`config.mk`:
```
export PLATFORM = sky130hd
export DESIGN_NAME = sar_timer_gen_flat
export DESIGN_NICKNAME = d
export VERILOG_FILES = /design/src/rtl/sar_timer_gen_if.sv /design/src/rtl/sar_timer_gen.sv /design/src/flat_wrapper.sv
export SDC_FILE = /design/constraint.sdc
export NUM_CORES = 1
export LEC_CHECK = 0
export CORE_MARGIN = 1.5
export CORE_UTILIZATION = 47
export DETAILED_ROUTE_END_ITERATION = 7
export HOLD_SLACK_MARGIN = 0.05
export PLACE_DENSITY = 0.76
export SETUP_SLACK_MARGIN = 0.1
export SLEW_MARGIN = 20
export SYNTH_ARGS = -nofsm -noshare
export SYNTH_HDL_FRONTEND = slang
export SYNTH_SLANG_ARGS = --single-unit
```
`constraint.sdc`:
```
create_clock -name ClockT -period 2.15 [get_ports ClockT]
set_input_delay 0.215 -clock ClockT [delete_from_list [all_inputs] [get_ports ClockT]]
set_output_delay 0.215 -clock ClockT [all_outputs]
set_load 0.05 [all_outputs]
```
`src/rtl/sar_timer_gen_if.sv`:
```
// rtl/sar_timer_gen_if.sv - sequencer/consumer bundle for the SAR settle timer
interface sar_timer_gen_if #(
    parameter int WIDTH = 8,
    parameter int TMR_W = 7
);
    logic [1:0]       StateP;
    logic [WIDTH-1:0] SAROut;
    logic             Inc;
    logic             Dcr;
    logic             Ack;
    logic [WIDTH-1:0] DataOut;
    logic [WIDTH-1:0] SAROutI;
    logic [WIDTH-1:0] SAROutD;
    logic [WIDTH-1:0] SAROutC;
    logic [TMR_W-1:0] TimerOut;
    logic             Ready;
    logic             Busy;

    modport master (
        output StateP, SAROut, Inc, Dcr, Ack,
        input  DataOut, SAROutI, SAROutD, SAROutC, TimerOut, Ready, Busy
    );

    modport slave (
        input  StateP, SAROut, Inc, Dcr, Ack,
        output DataOut, SAROutI, SAROutD, SAROutC, TimerOut, Ready, Busy
    );
endinterface

```
`src/rtl/sar_timer_gen.sv`:
```
// rtl/sar_timer_gen.sv - SAR code tracker with saturating step and quiet-time settle detect
module sar_timer_gen #(
    parameter int WIDTH   = 8,
    parameter int TMR_W   = 7,
    parameter int STEP    = 1,
    parameter int TIMEOUT = 127
) (
    input  logic           ClockT,
    input  logic           Reset,
    sar_timer_gen_if.slave bus
);

    localparam logic [WIDTH:0]   MAX_CODE = {1'b0, {WIDTH{1'b1}}};
    localparam logic [WIDTH:0]   STEP_X   = (WIDTH+1)'(STEP);
    localparam logic [TMR_W-1:0] TMO      = TMR_W'(TIMEOUT);
    localparam logic [TMR_W-1:0] TMO_M1   = TMR_W'(TIMEOUT - 1);

    typedef enum logic [1:0] {
        S_IDLE  = 2'd0,
        S_TRACK = 2'd1,
        S_DONE  = 2'd2
    } state_t;

    state_t           state, state_n;
    logic [WIDTH-1:0] code, code_n;
    logic [TMR_W-1:0] timer, timer_n;
    logic             ready_n;
    logic [WIDTH-1:0] dout_n;
    logic [TMR_W-1:0] tout_n;

    logic [WIDTH:0]   code_up;
    logic [WIDTH:0]   code_dn;
    logic [WIDTH-1:0] code_inc;
    logic [WIDTH-1:0] code_dec;

    logic idle_req;
    logic track_req;
    logic step_req;

    // One extra bit catches overflow above the top code and borrow below zero
    assign code_up  = {1'b0, code} + STEP_X;
    assign code_dn  = {1'b0, code} - STEP_X;
    assign code_inc = (code_up > MAX_CODE) ? {WIDTH{1'b1}} : code_up[WIDTH-1:0];
    assign code_dec = code_dn[WIDTH] ? {WIDTH{1'b0}} : code_dn[WIDTH-1:0];

    assign idle_req  = (bus.StateP == 2'b00);
    assign track_req = (bus.StateP == 2'b01);
    assign step_req  = bus.Inc ^ bus.Dcr;

    assign bus.Busy = (state == S_TRACK);

    always_comb begin
        state_n = state;
        code_n  = code;
        timer_n = timer;
        ready_n = bus.Ready;
        dout_n  = bus.DataOut;
        tout_n  = bus.TimerOut;
        case (state)
            S_IDLE: begin
                code_n  = bus.SAROut;
                timer_n = '0;
                if (track_req) begin
                    state_n = S_TRACK;
                end
            end
            S_TRACK: begin
                if (idle_req) begin
                    state_n = S_IDLE;
                end else begin
                    // HOLD modes fall through with code and timer untouched
                    if (track_req) begin
                        if (step_req) begin
                            code_n  = bus.Inc ? code_inc : code_dec;
                            timer_n = '0;
                        end else if (timer == TMO_M1) begin
                            timer_n = TMO;
                            dout_n  = code;
                            ready_n = 1'b1;
                            state_n = S_DONE;
                        end else begin
                            timer_n = timer + TMR_W'(1);
                        end
                    end
                    tout_n = timer_n;
                end
            end
            S_DONE: begin
                if (idle_req) begin
                    ready_n = 1'b0;
                    state_n = S_IDLE;
                end else if (bus.Ack) begin
                    ready_n = 1'b0;
                    timer_n = '0;
                    state_n = S_TRACK;
                end
            end
            default: begin
                state_n = S_IDLE;
            end
        endcase
    end

    always_ff @(posedge ClockT or posedge Reset) begin
        if (Reset) begin
            state        <= S_IDLE;
            code         <= '0;
            timer        <= '0;
            bus.Ready    <= 1'b0;
            bus.DataOut  <= '0;
            bus.TimerOut <= '0;
            bus.SAROutI  <= WIDTH'(STEP);
            bus.SAROutD  <= '0;
            bus.SAROutC  <= '1;
        end else begin
            state        <= state_n;
            code         <= code_n;
            timer        <= timer_n;
            bus.Ready    <= ready_n;
            bus.DataOut  <= dout_n;
            bus.TimerOut <= tout_n;
            bus.SAROutI  <= code_inc;
            bus.SAROutD  <= code_dec;
            bus.SAROutC  <= ~code;
        end
    end

endmodule

```
`src/flat_wrapper.sv`:
```
// flat-port wrapper written by rule: the top's interface ports become plain ports
module sar_timer_gen_flat 
#(
    parameter int WIDTH   = 8,
    parameter int TMR_W   = 7,
    parameter int STEP    = 1,
    parameter int TIMEOUT = 127
)
  (ClockT, Reset, bus_StateP, bus_SAROut, bus_Inc, bus_Dcr, bus_Ack, bus_DataOut, bus_SAROutI, bus_SAROutD, bus_SAROutC, bus_TimerOut, bus_Ready, bus_Busy);
  sar_timer_gen_if #(.WIDTH(WIDTH), .TMR_W(TMR_W)) bus_i ();
  input  logic ClockT;
  input  logic Reset;
  input wire logic [$bits(bus_i.StateP)-1:0] bus_StateP;
  input wire logic [$bits(bus_i.SAROut)-1:0] bus_SAROut;
  input wire logic [$bits(bus_i.Inc)-1:0] bus_Inc;
  input wire logic [$bits(bus_i.Dcr)-1:0] bus_Dcr;
  input wire logic [$bits(bus_i.Ack)-1:0] bus_Ack;
  output wire logic [$bits(bus_i.DataOut)-1:0] bus_DataOut;
  output wire logic [$bits(bus_i.SAROutI)-1:0] bus_SAROutI;
  output wire logic [$bits(bus_i.SAROutD)-1:0] bus_SAROutD;
  output wire logic [$bits(bus_i.SAROutC)-1:0] bus_SAROutC;
  output wire logic [$bits(bus_i.TimerOut)-1:0] bus_TimerOut;
  output wire logic [$bits(bus_i.Ready)-1:0] bus_Ready;
  output wire logic [$bits(bus_i.Busy)-1:0] bus_Busy;
  assign bus_i.StateP = bus_StateP;
  assign bus_i.SAROut = bus_SAROut;
  assign bus_i.Inc = bus_Inc;
  assign bus_i.Dcr = bus_Dcr;
  assign bus_i.Ack = bus_Ack;
  assign bus_DataOut = bus_i.DataOut;
  assign bus_SAROutI = bus_i.SAROutI;
  assign bus_SAROutD = bus_i.SAROutD;
  assign bus_SAROutC = bus_i.SAROutC;
  assign bus_TimerOut = bus_i.TimerOut;
  assign bus_Ready = bus_i.Ready;
  assign bus_Busy = bus_i.Busy;
  sar_timer_gen #(.WIDTH(WIDTH), .TMR_W(TMR_W), .STEP(STEP), .TIMEOUT(TIMEOUT)) u_core (.ClockT(ClockT), .Reset(Reset), .bus(bus_i));
endmodule
```
### After elaboration in Yosys (flattened, before gate mapping)

Index checks and enable logic that the tools add are counted.

| word-level totals | value |
|---|---|
| register bits | 57 |
| input bits | 15 |
| output and inout port bits | 41 |
| word-level logic and storage cells | 73 |

| operators by class | value |
|---|---|
| $add $sub $neg | 3 |
| magnitude comparators | 1 |
| equality and inequality tests | 16 |
| mux-type cells | 29 |
| bitwise gates (word level) | 4 |
| reductions and logical operators | 11 |

Operators by type and width:

| kind | count |
|---|---|
| $mux 8 | 6 |
| $mux 7 | 6 |
| $pmux 7 s3 | 1 |
| $pmux 8 s2 | 1 |
| $mux 2 | 7 |
| $reduce_and 5->1 | 2 |
| $add 8x1->9 const B | 1 |
| $gt 9x8->1 const B | 1 |
| $sub 8x1->9 const B | 1 |
| $ne 2x1->1 const B | 4 |
| $ne 2x2->1 const B | 4 |
| $not 8->8 | 1 |
| $reduce_and 4->1 | 2 |
| $add 7x1->7 const B | 1 |
| $eq 7x7->1 const B | 1 |
| $mux 1 | 6 |
| $ne 3x1->1 const B | 2 |
| $ne 3x2->1 const B | 2 |
| $pmux 2 s3 | 1 |
| $reduce_and 6->1 | 1 |
| $eq 2x1->1 const B | 2 |
| $logic_not 2->1 | 2 |
| $reduce_bool 2->1 | 2 |
| $reduce_bool 3->1 | 1 |
| 5 further kinds | 6 |

### Depth between registers and ports, before layout

| logic depth | value |
|---|---|
| word-level depth | 8 |
| depth in mapped cells | 9 |
| mapped depth without buffers | 7 |

### Worst setup path after synthesis

Ideal clock, no wire load.

| timing | value |
|---|---|
| path kind | reg-to-reg |
| start point | register u_core.state[1] |
| end point | register u_core.bus.DataOut[1] |
| library setup time | 119 ps |
| data arrival time | 2,356 ps |
| data required time | 2,031 ps |
| setup slack | -325 ps |
| stages on the path, launching flop included | 10 |
| buffers on the path | 3 |
| period minus slack after synthesis | 2,475 ps |
| cells stage by stage | dfrtp_1 -> inv_1 -> ha_1 -> buf_2 -> clkinv_1 -> or4_1 -> buf_6 -> buf_12 -> nand2_2 -> o21ai_2 |

| between the ends | value |
|---|---|
| word-level cells in the longest chain between the ends | 2 |

RTL lines:

| element | line | source |
|---|---|---|
| from (decl) | sar_timer_gen.sv:24 | `state_t state, state_n;` |
| from (signal assigned) | sar_timer_gen.sv:116 | `state <= state_n;` |
| $eq 2x1->1 | n/a |  |
| via bus_Busy | flat_wrapper.sv:24 | `output wire logic [$bits(bus_i.Busy)-1:0] bus_Busy;` |
| $reduce_and 5->1 (no source line) | n/a |  |
| to (signal assigned) | sar_timer_gen.sv:120 | `bus.DataOut <= dout_n;` |
| to (decl) | sar_timer_gen_if.sv:26 | `output DataOut, SAROutI, SAROutD, SAROutC, TimerOut, Ready, Busy` |

The timed path passes the listed nets, and every way through them passes these cells.
A chain may end at the register's enable or synchronous reset.

### Worst setup path after layout

| timing | value |
|---|---|
| start point | register u_core.code[2] |
| end point | register u_core.code[7] |

| between the ends | value |
|---|---|
| elaborated cells on any way between the ends | 10 |
| classes of those cells | add/sub (2); order compare (1); mux (7) |

RTL lines:

| element | line | source |
|---|---|---|
| from (decl) | sar_timer_gen.sv:25 | `logic [WIDTH-1:0] code, code_n;` |
| from (signal assigned) | sar_timer_gen.sv:117 | `code <= code_n;` |
| $sub 8x1->9 | sar_timer_gen.sv:42 | `assign code_dn = {1'b0, code} - STEP_X;` |
| $mux 8 | sar_timer_gen.sv:44 | `assign code_dec = code_dn[WIDTH] ? {WIDTH{1'b0}} : code_dn[WIDTH-1:0];` |
| via u_core.code_dec[7] | sar_timer_gen.sv:34 | `logic [WIDTH-1:0] code_dec;` |
| $mux 8 | sar_timer_gen.sv:74 | `code_n = bus.Inc ? code_inc : code_dec;` |
| $mux 8 | sar_timer_gen.sv:73 | `if (step_req) begin` |
| $mux 8 | sar_timer_gen.sv:72 | `if (track_req) begin` |
| $mux 8 | sar_timer_gen.sv:68 | `if (idle_req) begin` |
| $pmux 8 s2 | sar_timer_gen.sv:59 | `case (state)` |

The timed path passes the listed nets, and every way through them passes these cells. The select of a mux whose other input is x is not followed.

==> results.tsv <==
stage	metric	value	unit
worst_setup_path	slowest_stage	or4_4	
sta	skew	0.00540	ns
die	fp.dieH	82.6	um
worst_setup_path	r2r-end	u_core.code[7]	
detailed_routing	totalWireLength	7240	um
layout	fin_util	0.662	
detailed_routing	via_per_inst	5.66	
detailed_routing	drtAntennaViolNets	0	
grt	grt_pass1_wl	11700	um
cts	cts_tree	yes	
synthesis	yosysSeqAreaShare	0.483	
min_path	min_path_type	input pin to async pin	
layout	final_cells	452	
worst_setup_path	crit_required	2.37	ns
worst_setup_path	cp_slowest_stage_delay	0.56	ns
synthesis	synthesis.area	2980	um^2
cts	holdBufCountCts	0	
worst_setup_path	r2r_cells	5	
die	io_pins	56	
grt	grt_pass1_vias	2441	
detailed_routing	avgRoutedWirePerCell	16.0	um
sta	min_period	2.09	ns
power_and_ir_drop	switching_share	0.452	
die	initial_utilization	0.494	
cts	clkLatencyLatePin	0.34	ns
sta	rsz0062_at_grt	true	
synthesis	syn_inst	300	
place	placedCellCount	433	
power_and_ir_drop	switching_power	2820	uW
detailed_routing	dr.pass1.iters	5	
worst_setup_path	crit_chain	or4_4, nor4_4, mux2_4, mux2_2, a221o_1	
sta	relSlewSlack	0.664	
place	port_buffers	55	
synthesis	synth_edf_count	0	
place	globalplace.congestion	0.915	
worst_setup_path	r2r_start	u_core.code[2]	
cts	clockBufferDepth	2	
die	die-area	6820	um^2
worst_setup_path	crit_type	register to register	
layout	syn_to_final_growth	34.0	%
synthesis	syn_avg_cell_area	9.93	um^2
run	maxCapViolations	0	
die	die_width	82.6	um
sta	fin_setup_tns	0	ns
grt	grt_max_degree	58	
layout	multi_input_area	1410	um^2
place	hpwl	5160	um
worst_setup_path	critPathCaptureType	register	
cts	root_buffer	clkbuf_8	
synthesis	ys_async_sr_fraction	1.00	
grt	gr-total-overflow	0	
cts	cts-buffers-inserted	9	
die	core	6030	um^2
worst_setup_path	cp.arrival	2.31	ns
detailed_routing	drcViolationCount	0	
layout	antennaDiodeCount	0	
layout	nNetsFinal	396	
worst_setup_path	cp_top_family	simple AND/OR/NAND/NOR gates	
worst_setup_path	cp-start-kind	register	
cts	clk_pin_slew	0.07	ns
grt	grt_usage	0.231	
detailed_routing	vias	2559	
synthesis	synthFlopType	dfrtp_1	
power_and_ir_drop	leakage	0.00177	uW
synthesis	ys_types	59	
power_and_ir_drop	p_comb_frac	0.553	
worst_setup_path	r2r_setup_slack	0.06	ns
sta	hold_violations	0	
grt	antenna_found_initial	0	
synthesis	ys_seq_elements	57	
layout	drive_above_1_share	0.228	
power_and_ir_drop	power.internal	3410	uW
worst_setup_path	crit_cells	5	
worst_setup_path	cp_max_fo	2	
sta	setup_viol	0	
outcome	status	completed	
sta	min_period_over_period	0.973	
cts	htree_num_levels	3	
synthesis	yosysWarnings	0	
worst_setup_path	cp_num_buf_inv	0	
place	placed_area	3720	um^2
die	rows	28	
sta	drv_slew	0	
layout	finalInstanceArea	3990	um^2
cts	cts_sinks	57	
power_and_ir_drop	vdd_ir_drop_max	1.10	mV
layout	fillers	477	
power_and_ir_drop	pwr-share-seq	0.268	
synthesis	syn-num-nets	324	
detailed_routing	drtIter0Drc	178	
sta	max_freq	478	MHz
power_and_ir_drop	power_density	1560	nW/um^2
sta	tightestPinTransition	0.498	ns
layout	regArea	1440	um^2
power_and_ir_drop	clkPwrFrac	0.179	
==> cell usage in the layout, fill, tap and decap left out, types with 3 or more instances in the layout <==
master / count
ha_1: 7
a31oi_1: 6
xnor2_1: 4
clkbuf_8: 10
o211ai_1: 3
a211oi_1: 3
inv_1: 15
o31ai_1: 3
or4_1: 3
dfstp_2: 9
mux2_2: 3
nand3_1: 8
and3_1: 6
clkdlybuf4s50_1: 54
nor2_1: 23
nand2b_1: 4
buf_4: 23
o22ai_1: 6
o21ai_2: 9
a21oi_1: 13
mux2i_1: 5
nand2_1: 33
nor3_1: 3
and3_2: 3
dfrtp_1: 46
mux2_4: 3
and2_1: 4
o21ai_0: 17
==> per-layer routing <==
layer | global-route usage | part of all wire
met5 | 0 | 0
met3 | 0.0582 | 0.058
met1 | 0.291 | 0.43
met4 | 0.0783 | 0.013
met2 | 0.387 | 0.50
==> final cells by class <==
type | instances | share of cell area
clock inverter | 5 | 0.0197
sequential | 57 | 0.361
tap | 75 | 0.0235
clock buffer | 11 | 0.0354
multi-input combinational | 207 | 0.354
inverter | 18 | 0.0176
timing repair buffer | 79 | 0.189
==> synth_stat cells (4+ instances only) <==
cell type / count / area [um^2]
ha_1: 9 / 113
o21ai_0: 17 / 85.1
inv_1: 16 / 60.1
o22ai_1: 6 / 37.5
and3_1: 6 / 37.5
buf_2: 5 / 25.0
xnor2_1: 4 / 35.0
dfstp_2: 9 / 236
mux2_2: 4 / 45.0
o21ai_2: 8 / 70.1
a31oi_1: 6 / 37.5
nand2b_1: 4 / 25.0
a21oi_1: 13 / 65.1
mux2i_1: 5 / 50.1
nor2_1: 23 / 86.3
and2_1: 4 / 25.0
dfrtp_1: 48 / 1200
clkbuf_1: 11 / 41.3
nand2_1: 33 / 124
nand3_1: 8 / 40.0
==> registers in the layout (all words and copies together), names as in the netlist <==
register	flops
u_core.state	2
u_core.bus.SAROutD	8
u_core.code	8
u_core.bus.SAROutC	8
u_core.bus.Ready	1
u_core.timer	7
u_core.bus.TimerOut	7
u_core.bus.DataOut	8
u_core.bus.SAROutI	8
==> what timing repair did <==
action	CTS	global route
setup endpoints to repair	1	15
cloned	0	0
hold endpoints to repair	0	0
buffers inserted	0	3
gates resized for setup	0	8
==> power groups by stage <==
stage | sequential (uW) | clock, uW | combinational (uW)
after global routing | 1720 | 1180 | 3670
final | 1670 | 1120 | 3440
after detailed placement | 1680 | 0 | 3350
after CTS | 1660 | 1130 | 3360
after global placement | 1680 | 0 | 3280
after floorplan | 2500 | 0 | 1460
==> logic make-up (layout without fill, tap and decap cells) <==
kind of cell / Yosys count / in the layout / synth area share
AOI/OAI and AO/OA: 79 / 79 / 0.184
xor gates and xnor gates: 5 / 5 / 0.0147
adders and majority gates: 9 / 9 / 0.0378
buffers and inverters: 36 / 113 / 0.0555
DFF: 57 / 57 / 0.483
muxes: 11 / 11 / 0.0420
and+or+nand+nor: 103 / 103 / 0.183
==> through the flow <==
step / power, uW / worst slack, ns / hold WS (ns)
6_report: 6230 / 0.0583 / 0.242
5_1_grt: 6570 / -0.0141 / 0.298
4_1_cts: 6150 / 0.0221 / 0.247
3_5_place_dp: 5030 / 0.0375 / 0.474
3_3_place_gp: 4960 / 0.0760 / 0.464
2_1_floorplan: 3970 / 0.00472 / 0.373
==> worst register-to-register path, cell delays in order (launching register included) <==
cell and delay (ns):
dfrtp_1 0.38, or4_4 0.56, nor4_4 0.17, mux2_4 0.33, mux2_2 0.27, a221o_1 0.28
==> worst max-delay path by stage <==
| stage | end | from | slack, ns |
|---|---|---|---|
| 3_5_place_dp | u_core.code[7] | u_core.code[2] | 0.04 |
| 3_3_place_gp | u_core.code[7] | u_core.code[2] | 0.08 |
| 4_1_cts | u_core.code[7] | u_core.code[2] | 0.02 |
| 2_1_floorplan | u_core.code[7] | u_core.code[3] | 0.005 |
| 5_1_grt | u_core.code[7] | u_core.code[2] | -0.01 |
| 6_report | u_core.code[7] | u_core.code[2] | 0.06 |
Note: power is estimated with default switching activity, not from simulation.
==> RTL edit, RTL diff (same settings) <==
`WIDTH` is set to 8 in 3 places; all go to 10.
--- a/src/rtl/sar_timer_gen_if.sv
+++ b/src/rtl/sar_timer_gen_if.sv
@@ -1,6 +1,6 @@
 // rtl/sar_timer_gen_if.sv - sequencer/consumer bundle for the SAR settle timer
 interface sar_timer_gen_if #(
-    parameter int WIDTH = 8,
+    parameter int WIDTH = 10,
     parameter int TMR_W = 7
 );
     logic [1:0]       StateP;
--- a/src/rtl/sar_timer_gen.sv
+++ b/src/rtl/sar_timer_gen.sv
@@ -1,6 +1,6 @@
 // rtl/sar_timer_gen.sv - SAR code tracker with saturating step and quiet-time settle detect
 module sar_timer_gen #(
-    parameter int WIDTH   = 8,
+    parameter int WIDTH   = 10,
     parameter int TMR_W   = 7,
     parameter int STEP    = 1,
     parameter int TIMEOUT = 127
--- a/src/flat_wrapper.sv
+++ b/src/flat_wrapper.sv
@@ -1,7 +1,7 @@
 // flat-port wrapper written by rule: the top's interface ports become plain ports
 module sar_timer_gen_flat 
 #(
-    parameter int WIDTH   = 8,
+    parameter int WIDTH   = 10,
     parameter int TMR_W   = 7,
     parameter int STEP    = 1,
     parameter int TIMEOUT = 127
Interface: changed (5 resized); port bits go from 56 to 66. The function was not compared with the original's and may differ.
==> RTL edit against the original RTL <==
First-iteration DRC count is 99% higher. Area after synthesis up 14%. Design area rose by 14%. Combinational power is 9.0% higher. Setup slack improved by 68 ps. Wire length increased by 20%. Clock power shrank 11%. Clock skew grew 1.9 ps. Sequential share of layout area up 0.97 points. Sequential cell count increased by 10. Final cell count grew 15%. Power up 9.3%. Die area is 13% higher. Critical endpoint is now u_core.code[9]$_DFFE_PP0P_. Largest cell class unchanged.
==> RTL edit: results <==
[synthesis]
ys_seq_area_share_pct = 49.9
ys_types = 59
syn_nets = 363
syn_inst = 337
synth_area_leaders = "dfrtp_1, dfstp_2, mux2_2, o21ai_0, ha_1"
netlist_top_cells_count = "dfrtp_1, nand2_1, o21ai_0, nor2_1, inv_1"
async_reset_ff_share_pct = 100
yosysWarnings = 0

[routing]
dr.pass1.iters = 5
avgRoutedWirePerCell_um = 16.6
vias_per_cell = 5.68
detail_route.iter0.violations = 355
wl_um = 8660

[critical_path]
critical_path.max_fanout = 6
cp_data_arrival_time_ps = 2290

[placed_design]
io_buffers = 65
gp_congestion = 0.947
place_area_sq_um = 4310
place_ws_ps = 27.9
post-dp-hpwl_um = 6290
place_inst = 501

[clocking]
cts_htree_levels = 3
cts-buffers-inserted = 9
clkTransAtPathRegs_ps = 70
clk_latency_ps = 350
cts_buffer_depth = 2
cts_root_buf = "clkbuf_8"

[run_status]
status = "completed"

[final_layout]
antenna_cells = 0
layout-drive-gt1-share_pct = 21.2
fill_cells = 561
finalNetCount = 446

[power]
irDropWorstVdd_uv = 628
p_leak_nw = 1.98
p_per_area_nw_per_um2 = 1490

[grt]
grt_pass1_wl_um = 13900
grt_pass1_vias = 2795
grt_max_degree = 45
track_usage_pct = 23.8
antenna_found_initial = 0

[sta]
worst_pin_slew_ps = 507
clock_skew_ps = 7.29

[hold_path]
hold_class = "primary input to asynchronous set/reset pin"
RTL edit: changes by cell type after synthesis, sizes merged, moves of 4 or more:
cell / change
mux2: +9
nand2: -9
nor3: +9
dfrtp: +8
a21oi: +5
o22ai: -5
and2: -4
nand3: +4
or4: -4
RTL edit: area by class of cell:
cell class,count,area share [%]
Sequential cell,67,37.0
Multi-Input combinational cell,229,34.8
Inverter,19,1.56
Clock buffer,11,2.88
Tap cell,96,2.63
Clock inverter,5,1.18
Timing Repair Buffer,94,19.9
RTL edit: report_power, final:
| part | internal, W | switching, W | leakage, nW |
|---|---|---|---|
| Combinational | 0.00139 | 0.00237 | 1.05 |
| Sequential | 0.00174 | 0.000330 | 0.837 |
| Clock | 0.000532 | 0.000464 | 0.0971 |
RTL edit: worst max-delay path, cell delays in order (launching register included):
cell and delay [ps]:
dfrtp_2 440, buf_6 140, or4_4 590, nor4_4 240, mux2i_1 270, o21ai_0 100, a31oi_1 160
RTL edit: path summary, 6_finish.rpt:
check	to	depth (start not counted)	from	slack, ps
max in group asynchronous	u_core.bus.SAROutI[0]$_DFF_PP1_	3	Reset	1580
worst max-delay path	u_core.code[9]$_DFFE_PP0P_	6	u_core.code[0]$_DFFE_PP0P_	130
worst max register to register	u_core.code[9]$_DFFE_PP0P_	6	u_core.code[0]$_DFFE_PP0P_	130
worst min-delay path	u_core.bus.Ready$_DFFE_PP0P_	2	Reset	60
min in group ClockT	u_core.bus.TimerOut[4]$_DFFE_PP0P_	2	u_core.bus.TimerOut[4]$_DFFE_PP0P_	490
worst min register to register	u_core.bus.TimerOut[4]$_DFFE_PP0P_	2	u_core.bus.TimerOut[4]$_DFFE_PP0P_	490
RTL edit: per-layer routing:
layer  global-route usage [%]  share of wire (%)  vias up
met5                        0                  0        -
met4                     6.35                1.2        0
met3                     6.22                7.4       13
met2                     39.9                 50      148
met1                     30.7                 42     1433
li1                         -                  -     1365
RTL edit: cells by family (layout without fill, tap and decap cells):
| group | after synthesis | after routing | synth area share (%) |
|---|---|---|---|
| AOI/OAI and AO/OA | 83 | 83 | 15.7 |
| xor gates and xnor gates | 7 | 7 | 2.03 |
| adders and majority gates | 9 | 9 | 3.32 |
| buffers and inverters | 41 | 129 | 5.13 |
| DFF | 67 | 67 | 49.9 |
| muxes | 22 | 22 | 7.42 |
| and+or+nand+nor | 108 | 108 | 16.5 |
RTL edit: repair_timing:
item                                    in CTS  in global routing
buffers inserted                             1                  3
endpoints found under the setup margin       4                 13
cloned                                       0                  0
endpoints found under the hold margin        0                  0
resized for setup                            5                  7
hold buffers                                 0                  0
pin swaps                                    0                  2
